File: src/rtl/fp_pkg.sv
// Shared types for the floating-point adder arbiter: operand layout and scheduler states.
package fp_pkg;

    localparam int EXPBITS      = 8;
    localparam int MANTISSABITS = 23;

    typedef struct packed {
        logic                    sign;
        logic [EXPBITS-1:0]      exp;
        logic [MANTISSABITS-1:0] mant;
    } fp_t;

    typedef enum logic [1:0] {
        IDLE  = 2'd0,
        ISSUE = 2'd1,
        WAIT  = 2'd2,
        RESP  = 2'd3
    } arb_state_t;

endpackage

File: src/rtl/rr_arbiter.sv
// Combinational round-robin picker: first asserted request at or after ptr, wrapping at NREQ.
module rr_arbiter #(
    parameter int NREQ = 4,
    localparam int IDW = $clog2(NREQ)
) (
    input  logic [NREQ-1:0] req,
    input  logic [IDW-1:0]  ptr,
    output logic [NREQ-1:0] grant_oh,
    output logic [IDW-1:0]  grant_idx,
    output logic            any
);

    logic [IDW-1:0] idx_s;
    logic           sel_s;

    // scan ptr, ptr+1, ... and keep only the first hit
    always_comb begin
        grant_oh  = {NREQ{1'b0}};
        grant_idx = {IDW{1'b0}};
        any       = 1'b0;
        idx_s     = {IDW{1'b0}};
        sel_s     = 1'b0;
        for (int k = 0; k < NREQ; k++) begin
            idx_s           = IDW'((32'(ptr) + k) % NREQ);
            sel_s           = req[idx_s] & ~any;
            grant_oh[idx_s] = grant_oh[idx_s] | sel_s;
            grant_idx       = sel_s ? idx_s : grant_idx;
            any             = any | sel_s;
        end
    end

endmodule

File: src/rtl/fp_add_arbiter.sv
// Shares one multi-cycle FP adder among NREQ requesters with round-robin grants,
// a single-entry response buffer and a timeout abort for a hung adder.
module fp_add_arbiter #(
    parameter int NREQ         = 4,
    parameter int EXPBITS      = fp_pkg::EXPBITS,
    parameter int MANTISSABITS = fp_pkg::MANTISSABITS,
    parameter int TIMEOUT      = 64,
    localparam int W   = 1 + EXPBITS + MANTISSABITS,
    localparam int IDW = $clog2(NREQ)
) (
    input  logic              clk,
    input  logic              rst_n,
    input  logic [NREQ-1:0]   req_valid,
    output logic [NREQ-1:0]   req_ready,
    input  logic [NREQ*W-1:0] req_a,
    input  logic [NREQ*W-1:0] req_b,
    output logic              add_go,
    output logic [W-1:0]      add_a,
    output logic [W-1:0]      add_b,
    input  logic              add_done,
    input  logic [W-1:0]      add_result,
    output logic              resp_valid,
    input  logic              resp_ready,
    output logic [IDW-1:0]    resp_id,
    output logic [W-1:0]      resp_result,
    output logic              resp_err,
    output logic              busy
);

    import fp_pkg::arb_state_t;
    import fp_pkg::IDLE;
    import fp_pkg::ISSUE;
    import fp_pkg::WAIT;
    import fp_pkg::RESP;

    localparam int CW = $clog2(TIMEOUT + 1);

    arb_state_t     state_r, state_nxt_s;
    logic [IDW-1:0] ptr_r;
    logic [CW-1:0]  cnt_r;
    logic [W-1:0]   op_a_r, op_b_r;
    logic           resp_valid_r, resp_err_r;
    logic [IDW-1:0] resp_id_r;
    logic [W-1:0]   resp_result_r;
    logic [NREQ-1:0] grant_oh_s;
    logic [IDW-1:0] grant_idx_s;
    logic           any_s;
    logic           timeout_s;

    rr_arbiter #(.NREQ(NREQ)) u_rr (
        .req       (req_valid),
        .ptr       (ptr_r),
        .grant_oh  (grant_oh_s),
        .grant_idx (grant_idx_s),
        .any       (any_s)
    );

    // abort on the edge where the counter would reach TIMEOUT-1, so the error
    // response appears exactly TIMEOUT cycles after the Go pulse
    assign timeout_s = (cnt_r == CW'(TIMEOUT - 2));

    // state register
    always_ff @(posedge clk or negedge rst_n) begin
        if (!rst_n) begin
            state_r <= IDLE;
        end else begin
            state_r <= state_nxt_s;
        end
    end

    // next-state decode
    always_comb begin
        state_nxt_s = state_r;
        case (state_r)
            IDLE: begin
                if (any_s) state_nxt_s = ISSUE;
                else       state_nxt_s = IDLE;
            end
            ISSUE: state_nxt_s = WAIT;
            WAIT: begin
                if (add_done || timeout_s) state_nxt_s = RESP;
                else                       state_nxt_s = WAIT;
            end
            RESP: begin
                if (resp_ready) state_nxt_s = IDLE;
                else            state_nxt_s = RESP;
            end
            default: state_nxt_s = IDLE;
        endcase
    end

    // operand capture, pointer rotation, wait counter and response buffer
    always_ff @(posedge clk or negedge rst_n) begin
        if (!rst_n) begin
            ptr_r         <= {IDW{1'b0}};
            cnt_r         <= {CW{1'b0}};
            op_a_r        <= {W{1'b0}};
            op_b_r        <= {W{1'b0}};
            resp_valid_r  <= 1'b0;
            resp_err_r    <= 1'b0;
            resp_id_r     <= {IDW{1'b0}};
            resp_result_r <= {W{1'b0}};
        end else begin
            case (state_r)
                IDLE: begin
                    if (any_s) begin
                        op_a_r    <= req_a[grant_idx_s*W +: W];
                        op_b_r    <= req_b[grant_idx_s*W +: W];
                        resp_id_r <= grant_idx_s;
                        ptr_r     <= (grant_idx_s == IDW'(NREQ - 1)) ? {IDW{1'b0}}
                                                                     : grant_idx_s + 1'b1;
                    end
                end
                ISSUE: cnt_r <= {CW{1'b0}};
                WAIT: begin
                    cnt_r <= cnt_r + 1'b1;
                    if (add_done) begin
                        resp_result_r <= add_result;
                        resp_err_r    <= 1'b0;
                        resp_valid_r  <= 1'b1;
                    end else if (timeout_s) begin
                        resp_result_r <= {W{1'b0}};
                        resp_err_r    <= 1'b1;
                        resp_valid_r  <= 1'b1;
                    end
                end
                RESP: begin
                    if (resp_ready) resp_valid_r <= 1'b0;
                end
                default: resp_valid_r <= 1'b0;
            endcase
        end
    end

    assign req_ready   = (rst_n && state_r == IDLE) ? grant_oh_s : {NREQ{1'b0}};
    assign add_go      = (state_r == ISSUE);
    assign add_a       = op_a_r;
    assign add_b       = op_b_r;
    assign resp_valid  = resp_valid_r;
    assign resp_id     = resp_id_r;
    assign resp_result = resp_result_r;
    assign resp_err    = resp_err_r;
    assign busy        = (state_r != IDLE);

endmodule
File: config.mk
export PLATFORM = sky130hd
export DESIGN_NAME = fp_add_arbiter
export DESIGN_NICKNAME = d
export VERILOG_FILES = /design/src/rtl/fp_pkg.sv /design/src/rtl/rr_arbiter.sv /design/src/rtl/fp_add_arbiter.sv
export SDC_FILE = /design/constraint.sdc
export NUM_CORES = 1
export LEC_CHECK = 0
export BUFFER_PORTS_ARGS = -buffer_cell sky130_fd_sc_hd__clkbuf_2
export CORE_AREA = 2 2 155 157
export CTS_BUF_LIST = sky130_fd_sc_hd__clkbuf_2 sky130_fd_sc_hd__clkbuf_4 sky130_fd_sc_hd__clkbuf_8
export DETAILED_ROUTE_END_ITERATION = 16
export DIE_AREA = 0 0 157 159
export PLACE_DENSITY_LB_ADDON = 0.15
export SYNTH_ARGS = -nofsm -noshare
export SYNTH_HDL_FRONTEND = slang
export SYNTH_SLANG_ARGS = --single-unit
File: constraint.sdc
create_clock -name clk -period 6.15 [get_ports clk]
set_clock_uncertainty 0.2 [all_clocks]
set_input_delay 0 -clock clk [delete_from_list [all_inputs] [get_ports clk]]
set_output_delay 0 -clock clk [all_outputs]
set_load 0.005 [all_outputs]
Word level (Yosys, flattened, before mapping). Index checks and enable logic that the tools add are counted.

Register bits: 111. Input port bits: 296. Output and inout bits: 106. Word-level logic and storage cells: 104.

Add/subtract/negate cells: 5. Magnitude comparators: 8. Equal/unequal tests: 7. Shift-type cells: 2. Multiplexer cells: 45. Bitwise gates (word level): 14. Reductions and logical operators: 14.

Operators with widths (number): $shiftx 128x8->32 (2); $mux 32 (2); $mux 1 (18); $bmux 1 s2 (8); $pmux 7 s2 (1); $bwmux 4 (3); $lt 2x3->1 const B (4); $mux 2 (6); $demux 1 s2 (4); $ge 2x1->1 const B (4); $pmux 2 s4 (1); $reduce_bool 2->1 (4); $add 7x1->7 const B (1); $eq 7x6->1 const B (1); $or 1x1->1 (7); $eq 2x2->1 const B (3); $logic_and 1x1->1 (5); $add 2x1->2 const B (2); $add 2x2->2 const B (2); $and 4x4->4 (1); $mux 4 (1); $reduce_and 2->1 (2); $and 1x1->1 (3); $ne 3x3->1 const B (1); 7 further kinds (9).

Longest topological paths before layout. Gate-level depths: netlist of run 1.

Depth in word-level cells: 18. Depth in mapped cells: 14. Depth with buffers taken out: 9.

Cells and area by module. From an unflattened synthesis of run 1, not the netlist that was laid out.

Cells, all modules: 480. Area, all modules: 6742.7 um2.

By module, submodules not included: fp_add_arbiter (times used 1, cells each 401, area an instance 6082.1 um2, sequential area each 2777.7 um2); rr_arbiter (times used 1, cells each 79, area an instance 660.6 um2, sequential area each 0.0 um2).

Worst setup path after synthesis of run 1. OpenSTA, ideal clock, no wires.

Path kind: reg-to-reg. From: reg ptr_r[0]. To: reg ptr_r[1]. Arrival time: 3.162 ns. Data required time: 5.825 ns. Path slack: 2.664 ns. Cell stages (with the launch flop): 14. Clock period less this slack: 3.486 ns. Cells stage by stage: dfrtp_1 > buf_2 > buf_2 > clkbuf_1 > inv_1 > ha_1 > mux4_2 > or2_1 > a31o_2 > nand2_2 > buf_6 > buf_2 > ha_1 > mux2_2.

Longest elaborated chain between the ends: 13. Elaborated cells between the ends (all ways): 28. Those cells by class: 4 x add/sub; 1 x eq/ne; 13 x mux; 9 x bitwise; 1 x reduce/logical.

Ends and longest elaborated chain: start: declaration (line fp_add_arbiter.sv:39) `logic [IDW-1:0] ptr_r;`; start signal: assignment (line fp_add_arbiter.sv:95) `ptr_r <= {IDW{1'b0}};`; start signal: assignment (line fp_add_arbiter.sv:110) `ptr_r <= (grant_idx_s == IDW'(NREQ - 1)) ? {IDW{1'b0}}`; $add 2x1->2 / $bmux 1 s2 (equally long branches) (line rr_arbiter.sv:24, rr_arbiter.sv:25); $bmux 1 s2 / $mux 1 (equally long branches) (line rr_arbiter.sv:25) `sel_s = req[idx_s] & ~any;`; $mux 1 (not written as such) / $not 1->1 (equally long branches) (line rr_arbiter.sv:25); $and 1x1->1 (line rr_arbiter.sv:25); $or 1x1->1 (line rr_arbiter.sv:28) `any = any | sel_s;`; $not 1->1 (line rr_arbiter.sv:25); $and 1x1->1 (line rr_arbiter.sv:25); $or 1x1->1 (line rr_arbiter.sv:28); $not 1->1 (line rr_arbiter.sv:25); $and 1x1->1 (line rr_arbiter.sv:25); $mux 2 (*) (line rr_arbiter.sv:27) `grant_idx = sel_s ? idx_s : grant_idx;`; named net grant_idx_s[1] (line fp_add_arbiter.sv:46) `logic [IDW-1:0] grant_idx_s;`; $add 2x1->2 / $eq 2x2->1 (equally long branches) (line fp_add_arbiter.sv:111, fp_add_arbiter.sv:110); $mux 2 (*) (line fp_add_arbiter.sv:110).

The timed path passes the listed nets; every way through them passes the cells marked *. The select of a mux whose other input is x is not followed. A chain may end at the register's enable or synchronous reset.

Worst setup path in the final report of run 1.
From: reg ptr_r[0]. To: reg op_b_r[9], in the netlist add_b[9].

Longest elaborated chain between the ends: 12. Elaborated cells between the ends (all ways): 26. Those cells by class: 3 x add/sub; 1 x shift; 12 x mux; 9 x bitwise; 1 x reduce/logical.

Ends and longest elaborated chain: $add 2x1->2 / $bmux 1 s2 (equally long branches) (line rr_arbiter.sv:24, rr_arbiter.sv:25); $bmux 1 s2 / $mux 1 (equally long branches) (line rr_arbiter.sv:25); $mux 1 (not written as such) / $not 1->1 (equally long branches) (line rr_arbiter.sv:25); $and 1x1->1 (line rr_arbiter.sv:25); $or 1x1->1 (line rr_arbiter.sv:28); $not 1->1 (line rr_arbiter.sv:25); $and 1x1->1 (line rr_arbiter.sv:25); $or 1x1->1 (line rr_arbiter.sv:28); $not 1->1 (line rr_arbiter.sv:25); $and 1x1->1 (line rr_arbiter.sv:25); $mux 2 / $or 1x1->1 (equally long branches) (line rr_arbiter.sv:27, rr_arbiter.sv:28); $shiftx 128x8->32 / $reduce_and 2->1 (equally long branches); end signal: assignment (line fp_add_arbiter.sv:98) `op_b_r <= {W{1'b0}};`; end signal: assignment (line fp_add_arbiter.sv:108) `op_b_r <= req_b[grant_idx_s*W +: W];`; end: declaration (line fp_add_arbiter.sv:41) `logic [W-1:0] op_a_r, op_b_r;`.

Parallel ways exist; a longest one is shown, timed or not. The select of a mux whose other input is x is not followed.

==> results of run 1 <==
[worst max-delay path: cells and delay by family (launching register included)]
kind | cells | cell delay [ns]
AO/OA/AOI/OAI | 4 | 1.81
buffers and inverters | 3 | 1.44
adder cells (fa/ha/maj) | 1 | 0.70
flip-flops | 1 | 0.86
AND/OR/NAND/NOR | 2 | 0.62
[metrics by stage]
step | worst slack [ns] | area, um2
after CTS | 0.0924 | 12100
after global routing | 0.0567 | 12100
after global placement | 0.994 | 9240
after detailed placement | 0.903 | 9240
final | 0.347 | 12100
after floorplan | 2.66 | 7200
[cells in the final DEF (no fill, tap or decap), types with 2 or more instances in the layout]
master,instances
inv_1,11
o21ai_0,46
mux4_2,5
a31o_2,4
o211ai_1,2
o31ai_1,66
a21oi_1,5
nor3b_1,2
mux2i_1,4
nand4_1,3
nand2_1,142
or3_1,2
dlygate4sd3_1,262
a31oi_1,2
a211o_1,2
clkinv_8,4
nand3_1,6
and3_1,130
o21ai_1,2
nor2_1,6
a211oi_1,128
dfrtp_1,111
ha_1,12
mux2_2,6
nor2b_1,5
a2111o_1,3
clkbuf_2,400
nand3b_1,2
and2_1,2
a221oi_1,3
clkbuf_8,9
buf_4,11
[report_power, final]
group,switching (W),internal [W],leakage (nW)
sequential,0.000242,0.00108,1.38
clock,0.000317,0.000164,0.101
combinational,0.00247,0.00243,4.62
[timing repair]
action	4_1_cts	5_1_grt
endpoints found under the setup margin	0	64
setup buffers	0	0
endpoints found under the hold margin	144	0
hold buffers	263	0
resized for setup	0	0
[final timing paths]
path                               from    endpoint
max                            ptr_r[0]    add_b[9]
max in group asynchronous         rst_n   add_b[23]
min                        req_valid[3]  state_r[0]
max reg2reg                    ptr_r[0]    add_b[9]
min in group asynchronous         rst_n   add_a[29]
min reg2reg                    add_a[4]    add_a[4]
[layer usage]
layer	GRT usage, %	part of all wire, %	up-vias
li1	-	-	4274
met1	27.4	40	4231
met2	40.5	49	381
met3	4.41	6.1	100
met4	14.6	5.5	0
met5	0	0	-
[registers in the layout (all words and copies together) (netlist names)]
register	count
add_b	32
resp_err	1
add_a	32
cnt_r	7
state_r	2
resp_result	32
ptr_r	2
resp_valid	1
resp_id	2
[cell type report]
cell class / instances / area (um2)
Antenna cell: 1 / 2.50
Clock buffer: 9 / 124
Clock inverter: 7 / 90.1
Fill cell: 2206 / 11100
Inverter: 12 / 45.0
Multi-Input combinational cell: 611 / 3960
Sequential cell: 111 / 2780
Tap cell: 319 / 399
Timing Repair Buffer: 674 / 4730
[cell families (layout without fill, tap and decap cells)]
family,Yosys count,count (layout),synth area share (%)
AND/OR/NAND/NOR,311,311,22.0
AO/OA/AOI/OAI,270,272,26.8
flip-flops,111,111,38.6
buffers and inverters,104,702,7.32
multiplexers,15,15,3.06
adder cells (fa/ha/maj),12,12,2.09
XOR/XNOR,1,1,0.122
other,0,1,0
==> results.rst, run 1 <==
.. list-table::
   :header-rows: 1

   * - Metric
     - Value
   * - Result of the run
     - finished, final reports clean
   * - Total global routing overflow
     - 0
   * - Post-route worst hold slack
     - just over 0.09 ns
   * - Hold WC Path Type
     - in2reg
   * - Final setup viols
     - 0
   * - R2r worst-path depth
     - 10
   * - Number of placement rows
     - 56
   * - Post-layout instance count excluding filler cells
     - 1744
   * - Overall power
     - 0.00671 W
   * - Max-slew violation total from the final report
     - 0
   * - Number of violations reported at the end of detailed-routing iteration 0
     - between 400 and 500
   * - Worst Tran Pin Value
     - around 1.3 ns
   * - Clk root buf
     - clkbuf_8
   * - Synthesized instance count
     - approximately 800
   * - Horiz. Die Dim
     - about 160 um
   * - Total Die Area
     - about 25000 um2
   * - Count of maximum capacitance violations
     - 0
   * - Final Util
     - a little over half
   * - Leakage Power
     - 6.10 nW
   * - GPL Wtd Cong
     - ~0.83
   * - Number of enable-type register cells in the synthesized netlist
     - 0
   * - Layout area overhead
     - 68.4%
   * - Seq cells post-synth
     - approximately 110
   * - Data arrival time of the critical path
     - just under 6 ns
   * - RSZ-0062 raised after global routing
     - false
   * - Clock transition time at the flip-flop clock pins of the worst setup and hold paths
     - between 0.1 and 0.15 ns
   * - Type of the setup path with the least slack
     - reg2reg
   * - Slowest stage delay, CP
     - 0.86 ns
   * - Commonest cells in the synthesized netlist
     - nand2_1 (142), and3_1 (130), a211oi_1 (128)
   * - Post-detailed-routing wire length
     - around 31 mm
   * - Sinks on Clock Net
     - between 100 and 150
   * - Wire length per cell after detailed routing
     - 18.1 um
   * - Number of ports placed on the die boundary
     - ~400
   * - Final-stage net count
     - 1727
   * - Detailed-router iteration count before antenna repair
     - 5
   * - Cell seen most often among critical-path stages
     - dlygate4sd3_1
   * - Overall fraction of global-route tracks in use
     - a little under a quarter
   * - Endpoint kind of the worst setup timing path
     - flip-flop
   * - Core footprint
     - between 20000 and 25000 um2
   * - Ratio of final minimum period to clock period
     - 94.4%
   * - Hold-critical path depth
     - 4
   * - Count of port buffers added during placement
     - ~400
   * - Initial antenna violation count
     - 1
   * - Share of async-settable or async-resettable flops after synthesis
     - 100%
   * - Register-to-register setup slack
     - around 0.35 ns
   * - Most used DFF post-synth
     - dfrtp_1
   * - Time the final worst path needs with I/O delays and setup
     - slightly below 6 ns
   * - Cell total after placement
     - 1462
   * - Vias in the first global route
     - between 9000 and 10000
   * - Post-synthesis cell type with the largest combined area
     - dfrtp_1
   * - Post-synthesis cell area
     - 7200 um2
   * - Top post-synthesis cells by area
     - dfrtp_1 (39%), a211oi_1 (13%), and3_1 (11%)
   * - Synthesized netlist net count
     - approximately 1100
   * - DIE HEIGHT
     - approximately 160 um
   * - Maximum operating frequency
     - 172 MHz
   * - Vias after detailed routing
     - between 8000 and 9000
   * - Worst EP required
     - just over 6 ns
   * - H-tree levels
     - 3
   * - Global-route wire length before repair
     - 47.4 mm
   * - Critical-path maximum fanout
     - 67
   * - Area share of the largest cell type after synthesis
     - roughly two fifths
   * - Synthesized area divided by synthesized cell count
     - 8.73 um2
   * - Most frequent cell after synthesis
     - nand2_1
   * - Cts bufs inserted
     - 9
   * - Worst-path cell chain
     - inv_1, ha_1, nor3b_1, o21ai_0, a31o_4, nand2_4, a211oi_1, dlygate4sd3_1, o31ai_1, dlygate4sd3_1
   * - Longest Clk Path Bufs
     - 2
   * - Antenna Nets Post-Route
     - 0
   * - Worst slew margin relative to its limit
     - around 13%
   * - Remaining routing DRC violations
     - 0
   * - Hold Violations, Final
     - 0
   * - TritonCTS clock tree
     - yes
   * - Routed via count divided by cell count
     - just over 5
   * - DPL Wire Length
     - roughly 20 mm
   * - Count of synthesis-stage warnings from yosys
     - 0
   * - Total Negative Setup Slacks
     - 0 ns
   * - Share of layout cells above drive strength 1
     - 31.7%
   * - Pin count of the biggest net entering global routing
     - 130
   * - Power per unit of standard cell area
     - ~550 nW/um2
   * - Critical Path Source Type
     - flip-flop
   * - Effective utilization at floorplan
     - between 30% and 40%
   * - Slowest stage cell, crit path
     - dfrtp_1
   * - Clock latency on the worst-skew pair
     - roughly 0.40 ns
   * - Number of distinct library cells after synthesis
     - 49
   * - IR drop worst, VDD
     - ~410 uV
   * - Fraction of the yosys area taken by sequential cells
     - between 30 and 40%
Power figures use the tool's default switching activity.
==> inputs of run 2 (changes only) <==
--- a/config.mk
+++ b/config.mk
@@ -5,11 +5,12 @@
 export SDC_FILE = /design/constraint.sdc
 export NUM_CORES = 1
 export LEC_CHECK = 0
+export ABC_AREA = 1
 export BUFFER_PORTS_ARGS = -buffer_cell sky130_fd_sc_hd__clkbuf_2
-export CORE_AREA = 2 2 155 157
+export CORE_AREA = 2 2 156 158
 export CTS_BUF_LIST = sky130_fd_sc_hd__clkbuf_2 sky130_fd_sc_hd__clkbuf_4 sky130_fd_sc_hd__clkbuf_8
 export DETAILED_ROUTE_END_ITERATION = 16
-export DIE_AREA = 0 0 157 159
+export DIE_AREA = 0 0 158 160
 export PLACE_DENSITY_LB_ADDON = 0.15
 export SYNTH_ARGS = -nofsm -noshare
 export SYNTH_HDL_FRONTEND = slang
==> run 2 against run 1 <==
Count of clock-buffer cells in the layout is 1 higher. Synthesized cell count increased by 9.0%. Setup slack improved by 0.54 ns. Total power increased by 11%. Register-to-register slack gained 0.54 ns. Largest cell class unchanged. Highest routed layer unchanged.
==> results.rst, run 2 <==
.. list-table::
   :header-rows: 1

   * - Metric
     - Value
   * - Overall fraction of global-route tracks in use
     - roughly a fifth
   * - Hold-critical path depth
     - 7
   * - Post-detailed-routing wire length
     - ~28 mm
   * - Longest Clk Path Bufs
     - 2
   * - Final setup viols
     - 0
   * - Commonest cells in the synthesized netlist
     - nor2_1 (299), dfrtp_1 (111), o21ai_0 (86)
   * - Share of async-settable or async-resettable flops after synthesis
     - between 90% and 100%
   * - Hold Violations, Final
     - 0
   * - Number of violations reported at the end of detailed-routing iteration 0
     - approximately 340
   * - Worst EP required
     - 6.27 ns
   * - Most used DFF post-synth
     - dfrtp_1
   * - Ratio of final minimum period to clock period
     - between 80% and 90%
   * - Power per unit of standard cell area
     - about 660 nW/um2
   * - Vias in the first global route
     - approximately 8500
   * - Top post-synthesis cells by area
     - dfrtp_1 (42%), nor2_1 (17%), o21ai_0 (6.5%)
   * - Wire length per cell after detailed routing
     - 15.3 um
   * - Leakage Power
     - roughly 5.5 nW
   * - Vias after detailed routing
     - roughly 8500
   * - TritonCTS clock tree
     - yes
   * - Maximum operating frequency
     - ~190 MHz
   * - Synthesized netlist net count
     - about 1200
   * - Number of enable-type register cells in the synthesized netlist
     - 0
   * - Initial antenna violation count
     - 0
   * - Total Negative Setup Slacks
     - 0 ns
   * - GPL Wtd Cong
     - 0.835
   * - Seq cells post-synth
     - approximately 110
   * - Synthesized area divided by synthesized cell count
     - between 7 and 8 um2
   * - Diodes inserted
     - 0
   * - Post-synthesis cell type with the largest combined area
     - dfrtp_1
   * - Horiz. Die Dim
     - about 160 um
   * - Remaining routing DRC violations
     - 0
   * - Cell area reported after detailed placement
     - between 8000 and 9000 um2
   * - Post-route cell area
     - roughly 11000 um2
   * - Sinks on Clock Net
     - about 110
   * - Post-route worst hold slack
     - a little under 0.03 ns
   * - Number of distinct library cells after synthesis
     - 33
   * - Time the final worst path needs with I/O delays and setup
     - 5.26 ns
   * - Destination of the worst hold path
     - state_r[0]
   * - DPL Wire Length
     - about 19 mm
   * - Overall power
     - roughly 0.0074 W
   * - RSZ-0062 raised after global routing
     - false
   * - Worst Tran Pin Value
     - approximately 1.0 ns
   * - Number of placement rows
     - 57
   * - Count of filler cells inserted in the layout
     - between 2000 and 2500
   * - Post-synthesis cell area
     - ~6700 um2
   * - Worst-path cell chain
     - inv_1, ha_1, inv_2, nor2_1, a21oi_2, inv_2, nor3_4, nand2_2, nand3_2, nand2_4, inv_4, buf_4, nor2_1, nor2_1, o21ai_1, dlygate4sd3_1, a31oi_1, dlygate4sd3_1
   * - Total Die Area
     - 25300 um2
   * - Critical-path maximum fanout
     - 48
   * - Top layer in use
     - met4
   * - Detailed-router iteration count before antenna repair
     - 4
   * - Max-slew violation total from the final report
     - 0
   * - Number of ports placed on the die boundary
     - 402
   * - Count of maximum capacitance violations
     - 0
   * - Slowest stage delay, CP
     - 0.69 ns
   * - Critical Path Source Type
     - flip-flop
   * - Most frequent standard cell in the layout excluding fill and tap cells
     - clkbuf_2
   * - H-tree levels
     - 3
   * - Worst slew margin relative to its limit
     - 30.9%
   * - Antenna Nets Post-Route
     - 0
   * - Fraction of the yosys area taken by sequential cells
     - 41.6%
   * - Resized cells post-CTS
     - 0
   * - Wire length on met3
     - 2.01 mm
   * - Effective utilization at floorplan
     - 28.0%
   * - Synthesized instance count
     - approximately 900
   * - IR drop worst, VDD
     - roughly 420 uV
   * - Endpoint kind of the worst setup timing path
     - flip-flop
   * - Area share of the largest cell type after synthesis
     - 41.6%
   * - Core footprint
     - between 20000 and 25000 um2
   * - Count of port buffers added during placement
     - 401
   * - Total global routing overflow
     - 0
   * - Hold Startpoint
     - req_valid[0]
   * - Global-route wire length before repair
     - around 43 mm
   * - Reg-to-reg critical path startpoint
     - ptr_r[0]
   * - Slowest stage cell, crit path
     - dfrtp_1
   * - Register-to-register setup slack
     - 0.89 ns
   * - Cts bufs inserted
     - 9
   * - Layout area overhead
     - 67.3%
   * - Count of synthesis-stage warnings from yosys
     - 0
   * - Routed via count divided by cell count
     - 4.69
   * - Most frequent cell after synthesis
     - nor2_1
   * - Final-stage net count
     - approximately 1800
   * - DIE HEIGHT
     - roughly 160 um
   * - Hold WC Path Type
     - in2reg
   * - Data arrival time of the critical path
     - roughly 5.4 ns
   * - Cell seen most often among critical-path stages
     - nor2_1
   * - Endpoint of the worst register-to-register path
     - add_a[24]
   * - Met1 layer wirelength in the final routing
     - ~11 mm
   * - Met2 Wirelength
     - ~14 mm
   * - Dominant delay contributor by cell family on the critical path
     - buffers and inverters
   * - R2r worst-path depth
     - 18
   * - Total buffers and inverters traversed by the critical path
     - 7
   * - Clk root buf
     - clkbuf_8
   * - Clock transition time at the flip-flop clock pins of the worst setup and hold paths
     - between 0.1 and 0.15 ns
   * - Share of layout cells above drive strength 1
     - between 30% and 40%
   * - Most frequent cells in the layout
     - clkbuf_2 (400), nor2_1 (299), dlygate4sd3_1 (218), dfrtp_1 (111), o21ai_0 (86)
   * - Pin count of the biggest net entering global routing
     - 94
   * - Result of the run
     - finished, final reports clean
   * - Type of the setup path with the least slack
     - reg2reg
   * - Clock latency on the worst-skew pair
     - around 0.38 ns
==> run 2: cell types whose count changed after synthesis, sizes merged, moves of 30 or more <==
cell,delta
o21ai,+93
a211oi,-128
and3,-130
nand3,+32
a31oi,+51
nor2,+293
o31ai,-65
nand2,-66
clkbuf,-30
a22o,+31
==> run 2: where the power goes <==
part           leakage (nW)  internal, W  switching (W)
Sequential             1.32      0.00109       0.000218
Combinational          4.05      0.00262        0.00299
Clock                 0.111     0.000207       0.000284
Total                  5.48      0.00392        0.00350
==> run 2: worst register-to-register path, cell delays in order (launching register included) <==
cell	delay, ns
dfrtp_1	0.69
inv_1	0.36
ha_1	0.49
inv_2	0.14
nor2_1	0.06
a21oi_2	0.12
inv_2	0.07
nor3_4	0.16
nand2_2	0.14
nand3_2	0.11
nand2_4	0.23
inv_4	0.48
buf_4	0.37
nor2_1	0.07
nor2_1	0.09
o21ai_1	0.07
dlygate4sd3_1	0.59
a31oi_1	0.19
dlygate4sd3_1	0.58
==> run 2: repair_timing <==
item | CTS | global route
hold buffers | 218 | 0
buffers inserted | 0 | 0
hold endpoints to repair | 147 | 0
==> run 2: worst max-delay path by stage <==
stage | from | end | slack, ns | cells past startpoint
after floorplan | ptr_r[0] | ptr_r[1] | 3.30 | 16
after global placement | ptr_r[0] | add_a[4] | 1.93 | 13
after detailed placement | ptr_r[0] | add_a[11] | 1.87 | 13
after CTS | ptr_r[0] | add_b[19] | 0.88 | 18
after global routing | ptr_r[0] | add_a[18] | 0.47 | 18
final | ptr_r[0] | add_a[24] | 0.89 | 18
==> run 2: kinds of logic (layout without fill, tap and decap cells) <==
group                      Yosys count  in the layout  synth area share [%]
and+or+nand+nor                    421            421                  25.4
AOI/OAI and AO/OA                  254            254                  22.5
DFF                                111            111                  41.6
buffers and inverters               99            679                  8.08
adders and majority gates           12             12                  2.25
xor gates and xnor gates             1              1                 0.131
==> run 2: per-stage QoR <==
step                instances  setup slack, ns  utilization, %
floorplan                 898             3.30               -
detailed placement       1568             1.87            36.8
global placement         1568             1.93            36.8
global route             1802            0.472            46.9
finish                   1802            0.886            46.9
CTS                      1802            0.881            46.9
==> run 2: cell type report <==
class	instances	area, um2	area share (%)
clock buffer	10	138	1.23
clock inverter	6	75.1	0.672
inverter	35	136	1.22
multi-input combinational	688	3360	30.1
sequential	111	2780	24.9
tap	324	405	3.63
timing repair buffer	628	4270	38.3
==> run 2: metal layers <==
metal | vias up | global-route usage, %
li1 | 4185 | -
met1 | 3889 | 24.9
met2 | 341 | 39.1
met3 | 39 | 4.18
met4 | 0 | 6.02
met5 | - | 0
